===== config.mk =====
export PLATFORM = sky130hd
export DESIGN_NAME = pc_sequencer_flat
export DESIGN_NICKNAME = d
export VERILOG_FILES = /design/src/rtl/pc_sequencer_if.sv /design/src/rtl/pc_sequencer.sv /design/src/flat_wrapper.sv
export SDC_FILE = /design/constraint.sdc
export NUM_CORES = 1
export LEC_CHECK = 0
export CAP_MARGIN = 0
export CORE_MARGIN = 4
export CORE_UTILIZATION = 43
export CTS_CLUSTER_SIZE = 16
export DETAILED_ROUTE_END_ITERATION = 6
export GPL_TIMING_DRIVEN = 0
export PLACE_DENSITY = 0.95
export SYNTH_ARGS = -nofsm -noshare
export SYNTH_HDL_FRONTEND = slang
export SYNTH_SLANG_ARGS = --single-unit

===== constraint.sdc =====
create_clock -name clk -period 4.9 [get_ports clk]
set_input_delay 0.98 -clock clk [delete_from_list [all_inputs] [get_ports clk]]
set_output_delay 0.98 -clock clk [all_outputs]
set_load 0.05 [all_outputs]

===== src/rtl/pc_sequencer_if.sv =====
// Bundle of fetch, execute and next-PC signals around the PC sequencer.
// master = the sequencer itself; slave = memory/datapath side.
interface pc_sequencer_if;
    logic        imem_req;
    logic [31:0] imem_addr;
    logic        imem_ack;
    logic [31:0] imem_rdata;
    logic [31:0] instr;
    logic        instr_valid;
    logic [31:0] pc;
    logic [31:0] next_pc;
    logic        commit;
    logic        stall;
    logic        halted;
    logic        trap;
    logic [31:0] trap_pc;
    logic [31:0] retired;

    modport master (
        output imem_req, imem_addr, instr, instr_valid, pc,
               halted, trap, trap_pc, retired,
        input  imem_ack, imem_rdata, next_pc, commit, stall
    );

    modport slave (
        input  imem_req, imem_addr, instr, instr_valid, pc,
               halted, trap, trap_pc, retired,
        output imem_ack, imem_rdata, next_pc, commit, stall
    );
endinterface


===== src/rtl/pc_sequencer.sv =====
// Fetch/execute/commit controller owning the architectural PC.
// Optional PC_TRAP_EN: misaligned commit targets trap and halt instead of being truncated.
//
// Handshakes: imem_req is held (with imem_addr stable) until a cycle with imem_ack=1;
// the instruction is then offered with instr_valid=1 until a cycle with commit=1 and
// stall=0. Acks outside fetch and commits outside execute are ignored.
module pc_sequencer #(
    parameter logic [31:0] RESET_PC  = 32'h0000_1000,
    parameter logic [31:0] EBREAK_OP = 32'h0010_0073
) (
    input  logic                 clk,
    input  logic                 rst,
    pc_sequencer_if.master       bus,
    output logic [1:0]           dbg_state
);

    typedef enum logic [1:0] {
        S_RESET = 2'd0,
        S_FETCH = 2'd1,
        S_EXEC  = 2'd2,
        S_HALT  = 2'd3
    } state_e;

    state_e      state_q, state_d;
    logic [31:0] pc_q, pc_d;
    logic [31:0] instr_q, instr_d;
    logic [31:0] retired_q, retired_d;
    logic        trap_q, trap_d;
    logic [31:0] trap_pc_q, trap_pc_d;

    always_ff @(posedge clk) begin
        if (rst) begin
            state_q   <= S_RESET;
            pc_q      <= RESET_PC;
            instr_q   <= 32'd0;
            retired_q <= 32'd0;
            trap_q    <= 1'b0;
            trap_pc_q <= 32'd0;
        end else begin
            state_q   <= state_d;
            pc_q      <= pc_d;
            instr_q   <= instr_d;
            retired_q <= retired_d;
            trap_q    <= trap_d;
            trap_pc_q <= trap_pc_d;
        end
    end

    always_comb begin
        state_d   = state_q;
        pc_d      = pc_q;
        instr_d   = instr_q;
        retired_d = retired_q;
        trap_d    = trap_q;
        trap_pc_d = trap_pc_q;
        case (state_q)
            S_RESET: state_d = S_FETCH;
            S_FETCH: begin
                if (bus.imem_ack) begin
                    instr_d = bus.imem_rdata;
                    if (bus.imem_rdata == EBREAK_OP) state_d = S_HALT;
                    else                             state_d = S_EXEC;
                end
            end
            S_EXEC: begin
                if (bus.commit && !bus.stall) begin
`ifdef PC_TRAP_EN
                    // A misaligned target never reaches the PC; it is reported and the core stops.
                    if (bus.next_pc[1:0] != 2'b00) begin
                        trap_d    = 1'b1;
                        trap_pc_d = bus.next_pc;
                        state_d   = S_HALT;
                    end else begin
                        pc_d      = bus.next_pc;
                        retired_d = retired_q + 32'd1;
                        state_d   = S_FETCH;
                    end
`else
                    pc_d      = bus.next_pc & ~32'h0000_0003;
                    retired_d = retired_q + 32'd1;
                    state_d   = S_FETCH;
`endif
                end
            end
            S_HALT:  state_d = S_HALT;
            default: state_d = S_RESET;
        endcase
    end

    always_comb begin
        bus.imem_req    = (state_q == S_FETCH);
        bus.imem_addr   = pc_q;
        bus.instr       = instr_q;
        bus.instr_valid = (state_q == S_EXEC);
        bus.pc          = pc_q;
        bus.halted      = (state_q == S_HALT);
        bus.trap        = trap_q;
        bus.trap_pc     = trap_pc_q;
        bus.retired     = retired_q;
        dbg_state       = state_q;
    end

endmodule


===== src/flat_wrapper.sv =====
// flat-port wrapper written by rule: the top's interface ports become plain ports
module pc_sequencer_flat 
#(
    parameter logic [31:0] RESET_PC  = 32'h0000_1000,
    parameter logic [31:0] EBREAK_OP = 32'h0010_0073
)
  (clk, rst, dbg_state, bus_imem_req, bus_imem_addr, bus_instr, bus_instr_valid, bus_pc, bus_halted, bus_trap, bus_trap_pc, bus_retired, bus_imem_ack, bus_imem_rdata, bus_next_pc, bus_commit, bus_stall);
  pc_sequencer_if bus_i ();
  input  logic clk;
  input  logic rst;
  output logic [1:0] dbg_state;
  output wire logic [$bits(bus_i.imem_req)-1:0] bus_imem_req;
  output wire logic [$bits(bus_i.imem_addr)-1:0] bus_imem_addr;
  output wire logic [$bits(bus_i.instr)-1:0] bus_instr;
  output wire logic [$bits(bus_i.instr_valid)-1:0] bus_instr_valid;
  output wire logic [$bits(bus_i.pc)-1:0] bus_pc;
  output wire logic [$bits(bus_i.halted)-1:0] bus_halted;
  output wire logic [$bits(bus_i.trap)-1:0] bus_trap;
  output wire logic [$bits(bus_i.trap_pc)-1:0] bus_trap_pc;
  output wire logic [$bits(bus_i.retired)-1:0] bus_retired;
  input wire logic [$bits(bus_i.imem_ack)-1:0] bus_imem_ack;
  input wire logic [$bits(bus_i.imem_rdata)-1:0] bus_imem_rdata;
  input wire logic [$bits(bus_i.next_pc)-1:0] bus_next_pc;
  input wire logic [$bits(bus_i.commit)-1:0] bus_commit;
  input wire logic [$bits(bus_i.stall)-1:0] bus_stall;
  assign bus_imem_req = bus_i.imem_req;
  assign bus_imem_addr = bus_i.imem_addr;
  assign bus_instr = bus_i.instr;
  assign bus_instr_valid = bus_i.instr_valid;
  assign bus_pc = bus_i.pc;
  assign bus_halted = bus_i.halted;
  assign bus_trap = bus_i.trap;
  assign bus_trap_pc = bus_i.trap_pc;
  assign bus_retired = bus_i.retired;
  assign bus_i.imem_ack = bus_imem_ack;
  assign bus_i.imem_rdata = bus_imem_rdata;
  assign bus_i.next_pc = bus_next_pc;
  assign bus_i.commit = bus_commit;
  assign bus_i.stall = bus_stall;
  pc_sequencer #(.RESET_PC(RESET_PC), .EBREAK_OP(EBREAK_OP)) u_core (.clk(clk), .rst(rst), .bus(bus_i), .dbg_state(dbg_state));
endmodule

## After elaboration in Yosys (flattened, before gate mapping)

Index checks and enable logic that the tools add are counted.

- Register bits: 96
- Bits of input ports: 69
- Output and inout port bits: 166
- Logic and storage cells: 21

- Reduce and logical (&&, ||, !) cells: 6
- Mux-type cells: 4
- Add/sub/neg operators: 1
- Eq/ne operators: 6

Operator list:

| kind | number |
|---|---|
| $add A32 B1 Y32 const B | 1 |
| $eq A32 B21 Y1 const B | 1 |
| $pmux W2 S4 | 1 |
| $reduce_and A2 Y1 | 3 |
| $eq A2 B2 Y1 const B | 2 |
| $mux W2 | 2 |
| $ne A2 B1 Y1 const B | 2 |
| $eq A2 B1 Y1 const B | 1 |
| $logic_not A2 Y1 | 1 |
| $logic_and A1 B1 Y1 | 1 |
| $logic_not A1 Y1 | 1 |
| $mux W1 | 1 |

## Depth between registers and ports, before layout

Gate-level depths: netlist of the first run.

- Depth after elaboration: 4
- Mapped depth: 6
- Gate-level depth less buffers: 5

## Least setup slack after synthesis of the first run

No wires, ideal clock.

- Path kind: input -> register
- Start point: input bus_stall
- End point: register u_core.retired_q[30] (netlist: u_core.bus.retired[30])
- Slack: 2,383 ps
- Required time: 4,779 ps
- Library setup time: 121 ps
- Buffers on the path: 0
- Stages: 4
- Arrival: 2,396 ps
- Path through: nand4bb_1 or4_4 or3_1 mux2_4

- Word-level cells in the longest chain between the ends: 3

Ends and longest elaborated chain:

| element | RTL line | RTL |
|---|---|---|
| from (decl) | flat_wrapper.sv:25 | `input wire logic [$bits(bus_i.stall)-1:0] bus_stall;` |
| $logic_not A1 Y1 | pc_sequencer.sv:66 | `if (bus.commit && !bus.stall) begin` |
| $logic_and A1 B1 Y1 | pc_sequencer.sv:66 |  |
| $reduce_and A2 Y1 (no source line) | -- |  |
| to (signal assigned) | pc_sequencer.sv:43 | `retired_q <= retired_d;` |
| to (decl) | pc_sequencer.sv:27 | `logic [31:0] retired_q, retired_d;` |

No other way between the ends.
A chain may end at the register's enable or synchronous reset.

## Worst setup path in the final report of the first run

- Start point: register u_core.state_q[1] (netlist: u_core.dbg_state[1])
- End point: output bus_instr_valid

- Word-level cells in the longest chain between the ends: 1

Ends and longest elaborated chain:

| element | RTL line | RTL |
|---|---|---|
| from (decl) | pc_sequencer.sv:24 | `state_e state_q, state_d;` |
| from (signal assigned) | pc_sequencer.sv:40 | `state_q <= state_d;` |
| $eq A2 B2 Y1 | pc_sequencer.sv:94 | `bus.instr_valid = (state_q == S_EXEC);` |
| to (decl) | flat_wrapper.sv:15 | `output wire logic [$bits(bus_i.instr_valid)-1:0] bus_instr_valid;` |

No other way between the ends.

==> results of run 1 <==
## synthesized netlist by cell type, types with 4 or more instances
master    count
xnor2_1       4
nor2b_1       8
and3_1        5
o21ai_0       4
o31ai_1      11
a21oi_1      79
xor2_1        5
or4_1        12
nand2_1     137
or3_1         4
buf_4        67
dfxtp_1      96
nor4_1       11
nand3_1       8
clkbuf_1     28
nand4_1      15
nor2_1       17
mux2_2        5
## state kept, by name (all words and copies together), names as in the netlist
register,flops
u_core.bus.imem_addr,30
u_core.bus.instr,32
u_core.bus.retired,32
u_core.dbg_state,2
## worst max-delay path by stage
stage,start,cells after the start,to,slack [ps]
after floorplan,bus_stall,4,u_core.bus.retired[30],2380
after global placement,bus_stall,5,u_core.bus.retired[31],1780
after detailed placement,bus_stall,5,u_core.bus.retired[31],1750
after CTS,u_core.dbg_state[1],2,bus_instr_valid,1980
after global routing,u_core.dbg_state[1],2,bus_instr_valid,1920
final,u_core.dbg_state[1],2,bus_instr_valid,2010
## power by group through the flow
stage               Sequential, W  Clock (W)  Combinational (W)
CTS                      0.000809   0.000583           0.000338
floorplan                0.000887          0           0.000156
global route             0.000812   0.000611           0.000356
finish                   0.000809   0.000570           0.000339
detailed placement       0.000828          0           0.000336
global placement         0.000827          0           0.000334
## critical path: stages, from the launching register on
cell	delay, ps
dfxtp_1	480
nor2b_1	230
clkdlybuf4s50_1	850
## cell type report
cell class	count	area (um^2)
fill	776	3010
buffer	98	621
inverter	3	11.3
sequential	96	1920
multi-input combinational	386	1970
clock buffer	10	128
clock inverter	6	91.3
tap	133	166
timing repair buffer	195	1950
## logic make-up (layout without fill, tap and decap cells)
family | count (synthesis) | count (layout) | synth area share (%)
and+or+nand+nor | 235 | 235 | 25.9
buffers and inverters | 101 | 312 | 14.4
AOI/OAI and AO/OA | 98 | 98 | 12.1
DFF | 96 | 96 | 43.8
xor gates and xnor gates | 9 | 9 | 1.80
muxes | 6 | 6 | 1.63
adders and majority gates | 1 | 1 | 0.285
other | 1 | 37 | 0.0855
## metal layers
metal	track usage (%)	vias to the layer above
li1	-	2249
met1	27.2	2101
met2	37.2	201
met3	4.56	24
met4	7.94	0
met5	0	-
## per-stage QoR
step | total power [W] | utilization, % | area [um^2] | std cells
floorplan | 0.00104 | - | 4520 | 583
global route | 0.00178 | 69.5 | 6860 | 927
finish | 0.00172 | 69.5 | 6860 | 927
CTS | 0.00173 | 69.5 | 6860 | 927
detailed placement | 0.00116 | 67.3 | 6640 | 911
global placement | 0.00116 | 67.3 | 6640 | 911
==> metrics.yaml, run 1 <==
worst_hold_path:
  min_to: "u_core.bus.instr[13]"
  min_from: "u_core.bus.instr[13]"
  hold_path_class: "flop to flop"
  holdPathStages: 2
worst_setup_path:
  r2r_start: "u_core.bus.retired[0]"
  arrival_ps: 1910
  crit_type: "flop to output pin"
  endpoint_kind: "output pin"
  cp_max_fo: 9
  required_ps: 3920
  startpoint_type: "flop"
  reg2reg_slack_ps: 2570
  r2r_end: "u_core.bus.retired[30]"
  worstRegToRegCells: 6
floorplan:
  die_area_um2: 11900
  fp-row-count: 36
  die_h_um: 109
  die_x_um: 109
  io_pins: 235
  start_util_pct: 44.5
  coreArea_um2: 9860
logic_synthesis:
  synth-edff-count: 0
  synthTopCellsByArea: "dfxtp_1 44%, nand2_1 12%, buf_4 11%, a21oi_1 9.0%, clkbuf_1 2.4%"
  synthArstFlopShare_pct: 0
  synth_largest_area_cell: "dfxtp_1"
  yosysSeqAreaShare_pct: 43.8
  synth-seq-cells: 96
  synth.distinct_cells: 40
  synth_top_area_share_pct: 43.8
  synth_cells: 547
  synth_warnings: 0
  syn_area_um2: 4390
  synth_area_per_cell_um2: 8.02
  ys.flop_type: "dfxtp_1"
layout:
  drive_gt1_share_pct: 11.6
  antenna_cells: 0
  layout_common_cells: "195 x clkdlybuf4s50_1, 137 x nand2_1, 96 x dfxtp_1"
  synthToLayoutAreaGrowth_pct: 56.4
  nets: 859
  final_common_cell: "clkdlybuf4s50_1"
pwr:
  p_seq_share_pct: 47.1
  p_leak_nw: 2.50
  clkPwrFrac_pct: 33.2
  power_density_nw_per_um2: 251
  internal_power_w: 0.00121
  p_switching_w: 0.000507
  netSwitchingFraction_pct: 29.5
  ir_drop_uv: 146
  comb_power_share_pct: 19.7
clocking:
  post_cts_resize_count: 0
  cts_sinks: 96
  clk_latency_ps: 360
  cts_made_buffers: 9
  holdBufCountCts: 0
  clk_pin_slew_ps: 100
  cts_tree: "yes"
  root_buffer: "clkbuf_8"
  cts.path.max_buffers: 2
  h-tree-depth: 3
  postCtsSetupBuffers: 0
grt:
  grt_max_degree: 17
  grt.overflow.total: 0
  grt_pass1_vias: 4274
  antenna_found_initial: 0
  grt_pass1_wl_mm: 20.7
  grt_use_total_pct: 21.9
timing:
  slew_viol_final: 0
  tightest_slew_ps: 569
  max_freq_mhz: 346
  timing.hold.ws_ps: 459
  fin_crit_ps: 2890
  rsz0062_at_grt: "false"
  max_slew_margin_pct: 62.1
  finalClockSkew_ps: 11.2
  hold_violations: 0
  setup_viol: 0
  period_share_pct: 59.0
  setup_tns_ps: 0
  setup_slack_ps: 2010
place:
  gp_congestion: 0.838
  dp_slack_ps: 1750
  dpl.hpwl_mm: 10.7
  port_buffers: 195
routing:
  drtPass1Iterations: 4
  wl_met1_mm: 5.45
  dr_wl_met3_mm: 1.14
  drc_errors: 0
  postRouteAntennaNets: 0
  drt_iter0_drc: 184
  viasPerCell: 4.94
  highest_layer: "met4"
  routed_wl_mm: 13.7
  met2WireLength_mm: 6.75
  wire_per_inst_um: 14.7
  routed-via-count: 4575
flow_run:
  max-cap-violations: 0
status:
  outcome: "finished clean"
(Power assumes the default switching activity.)
==> run 2: changes to the inputs <==
--- a/config.mk
+++ b/config.mk
@@ -7,11 +7,11 @@
 export LEC_CHECK = 0
 export CAP_MARGIN = 0
 export CORE_MARGIN = 4
-export CORE_UTILIZATION = 43
+export CORE_UTILIZATION = 36
 export CTS_CLUSTER_SIZE = 16
 export DETAILED_ROUTE_END_ITERATION = 6
 export GPL_TIMING_DRIVEN = 0
-export PLACE_DENSITY = 0.95
+export PLACE_DENSITY = 0.89
 export SYNTH_ARGS = -nofsm -noshare
 export SYNTH_HDL_FRONTEND = slang
 export SYNTH_SLANG_ARGS = --single-unit
==> constraint.sdc (replaced) <==
create_clock -name clk -period 2.6 [get_ports clk]
set_input_delay 0.52 -clock clk [delete_from_list [all_inputs] [get_ports clk]]
set_output_delay 0.52 -clock clk [all_outputs]
set_load 0.05 [all_outputs]
==> run 2 against run 1 <==
- via count down 0.39%
- power grew 110%
- global-route usage shrank 3.3 points
- sequential share of layout area decreased by 0.45 points
- worst hold slack got worse by 7.2 ps
- count of clock-buffer cells in the layout decreased by 1
- highest routed layer unchanged
==> metrics.yaml, run 2 (synthesis gave the netlist of run 1 again) <==
status:
  outcome: "finished clean"
timing:
  hold_violations: 0  # unchanged
  rsz0062_at_grt: "false"
  timing.hold.ws_ps: 452  # -7.19 ps
  period_share_pct: 91.8
  fin_crit_ps: 2390
  slew_viol_final: 0  # unchanged
  max_slew_margin_pct: 53.8  # -8.3 points
  tightest_slew_ps: 693  # +124 ps
  setup_viol: 0  # unchanged
  max_freq_mhz: 419
  finalClockSkew_ps: 8.70  # -2.51 ps
worst_setup_path:
  cp-startpoint: "u_core.dbg_state[1]"
  r2r_start: "u_core.bus.retired[0]"
  cp_max_fo: 9  # unchanged
  endpoint_kind: "output pin"
  worstRegToRegCells: 6  # unchanged
  reg2reg_slack_ps: 250  # -2320 ps
  r2r_end: "u_core.bus.retired[30]"
  startpoint_type: "flop"
  crit_type: "flop to output pin"
  required_ps: 2080  # -1840 ps
  endpoint: "bus_instr_valid"
  arrival_ps: 1870  # -40 ps
clocking:
  cts_sinks: 96  # unchanged
  postCtsSetupBuffers: 0  # unchanged
  holdBufCountCts: 0  # unchanged
  h-tree-depth: 3  # unchanged
  post_cts_resize_count: 0  # unchanged
  root_buffer: "clkbuf_16"
  clk_latency_ps: 340  # -20 ps
  cts_made_buffers: 9  # unchanged
  clk_pin_slew_ps: 80  # -20 ps
  cts.path.max_buffers: 2  # unchanged
  cts_tree: "yes"
grt:
  grt_util_met2_pct: 31.5  # -5.7 points
  antenna_found_initial: 0  # unchanged
  grt_pass1_wl_mm: 21.2  # +2.5%
  grt_pass1_vias: 4163  # -2.6%
  grt.overflow.total: 0  # unchanged
  use_met1_pct: 22.9  # -4.3 points
  grt_use_total_pct: 18.6  # -3.3 points
  grt_max_degree: 19  # +2
  met3_usage_pct: 4.78  # +0.23 points
  grt_most_used_layer: "met2"
floorplan:
  io_pins: 235  # unchanged
  start_util_pct: 36.7  # -7.8 points
  die_area_um2: 14000  # +18%
  die_x_um: 118  # +8.6%
  fp-row-count: 40  # +11%
  coreArea_um2: 12000  # +21%
  die_h_um: 118  # +8.6%
routing:
  viasPerCell: 4.84  # -1.9%
  drc_errors: 0  # unchanged
  routed_wl_mm: 13.7  # +0.24%
  routed-via-count: 4557  # -0.39%
  wire_per_inst_um: 14.5  # -1.2%
  drt_iter0_drc: 341  # +85%
  drtPass1Iterations: 4  # unchanged
  postRouteAntennaNets: 0  # unchanged
layout:
  antenna_cells: 0  # unchanged
  nets: 859  # unchanged
  synthToLayoutAreaGrowth_pct: 58.9
  finalNonFillerCells: 941  # +1.5%
  layout_common_cells: "195 x clkdlybuf4s50_1, 137 x nand2_1, 96 x dfxtp_1"
  final_common_cell: "clkdlybuf4s50_1"
  drive_gt1_share_pct: 11.7  # +0.13 points
worst_hold_path:
  hold_path_class: "flop to flop"
flow_run:
  max-cap-violations: 0  # unchanged
place:
  dpl.hpwl_mm: 10.7  # +0.72%
  port_buffers: 195  # unchanged
  gp_congestion: 0.806  # -3.7%
  post-place-cells: 925  # +1.5%
pwr:
  ir_drop_uv: 391  # +170%
  power_density_nw_per_um2: 508  # +100%
  p_leak_nw: 2.56  # +2.2%
run 2: changes by cell type in the layout (fill, tap and decap cells not counted):
cell / change
clkinvlp_4: -3
bufinv_16: -1
clkbuf_8: -9
inv_8: +2
clkinv_4: +3
clkbuf_1: -1
clkbuf_16: +9
run 2: metrics by stage:
step                      setup slack, ps  total power [W]  setup TNS (ps)  instance area, um^2  utilization, %
after floorplan                       149          0.00197               0                 4520               -
after global placement              -54.2          0.00219            -736                 6660            55.7
after detailed placement            -93.1          0.00219           -1940                 6660            55.7
after CTS                             202          0.00358               0                 6970            58.3
after global routing                  129          0.00367               0                 6970            58.3
final                                 214          0.00354               0                 6970            58.3
run 2: how the worst min path moves through the flow:
stage,startpoint,endpoint,slack (ps),cells after the start
3_5_place_dp,u_core.bus.instr[26],u_core.bus.instr[26],450,2
3_3_place_gp,u_core.bus.instr[13],u_core.bus.instr[13],440,2
4_1_cts,u_core.bus.instr[26],u_core.bus.instr[26],460,2
2_1_floorplan,bus_next_pc[12],u_core.bus.imem_addr[12],640,2
5_1_grt,u_core.bus.instr[26],u_core.bus.instr[26],470,2
6_report,u_core.bus.instr[24],u_core.bus.instr[24],450,2
run 2: critical path, stage by stage (launching register included):
cell and delay, ps:
dfxtp_1 480, nor2b_1 200, clkdlybuf4s50_1 840
run 2: routing by layer:
metal	routed length [um]	up-vias
li1	-	2260
met5	0	-
met2	6560	202
met4	331	0
met1	5810	2074
met3	976	21
run 2: cell type report:
cell class	instances	area (um^2)
fillers	1041	4990
clock inverters	7	87.6
well taps	147	184
inverters	3	11.3
clock buffers	9	225
repair buffers	195	1950
flip-flops and latches	96	1920
plain buffers	98	621
multi-input cells	386	1970
run 2: report_power, final:
part / switching, W / leakage, nW / internal, W / total (W)
clock: 0.000610 / 0.154 / 0.000768 / 0.00138
sequential: 0.0000233 / 0.777 / 0.00150 / 0.00153
combinational: 0.000397 / 1.63 / 0.000236 / 0.000634
total: 0.00103 / 2.56 / 0.00251 / 0.00354
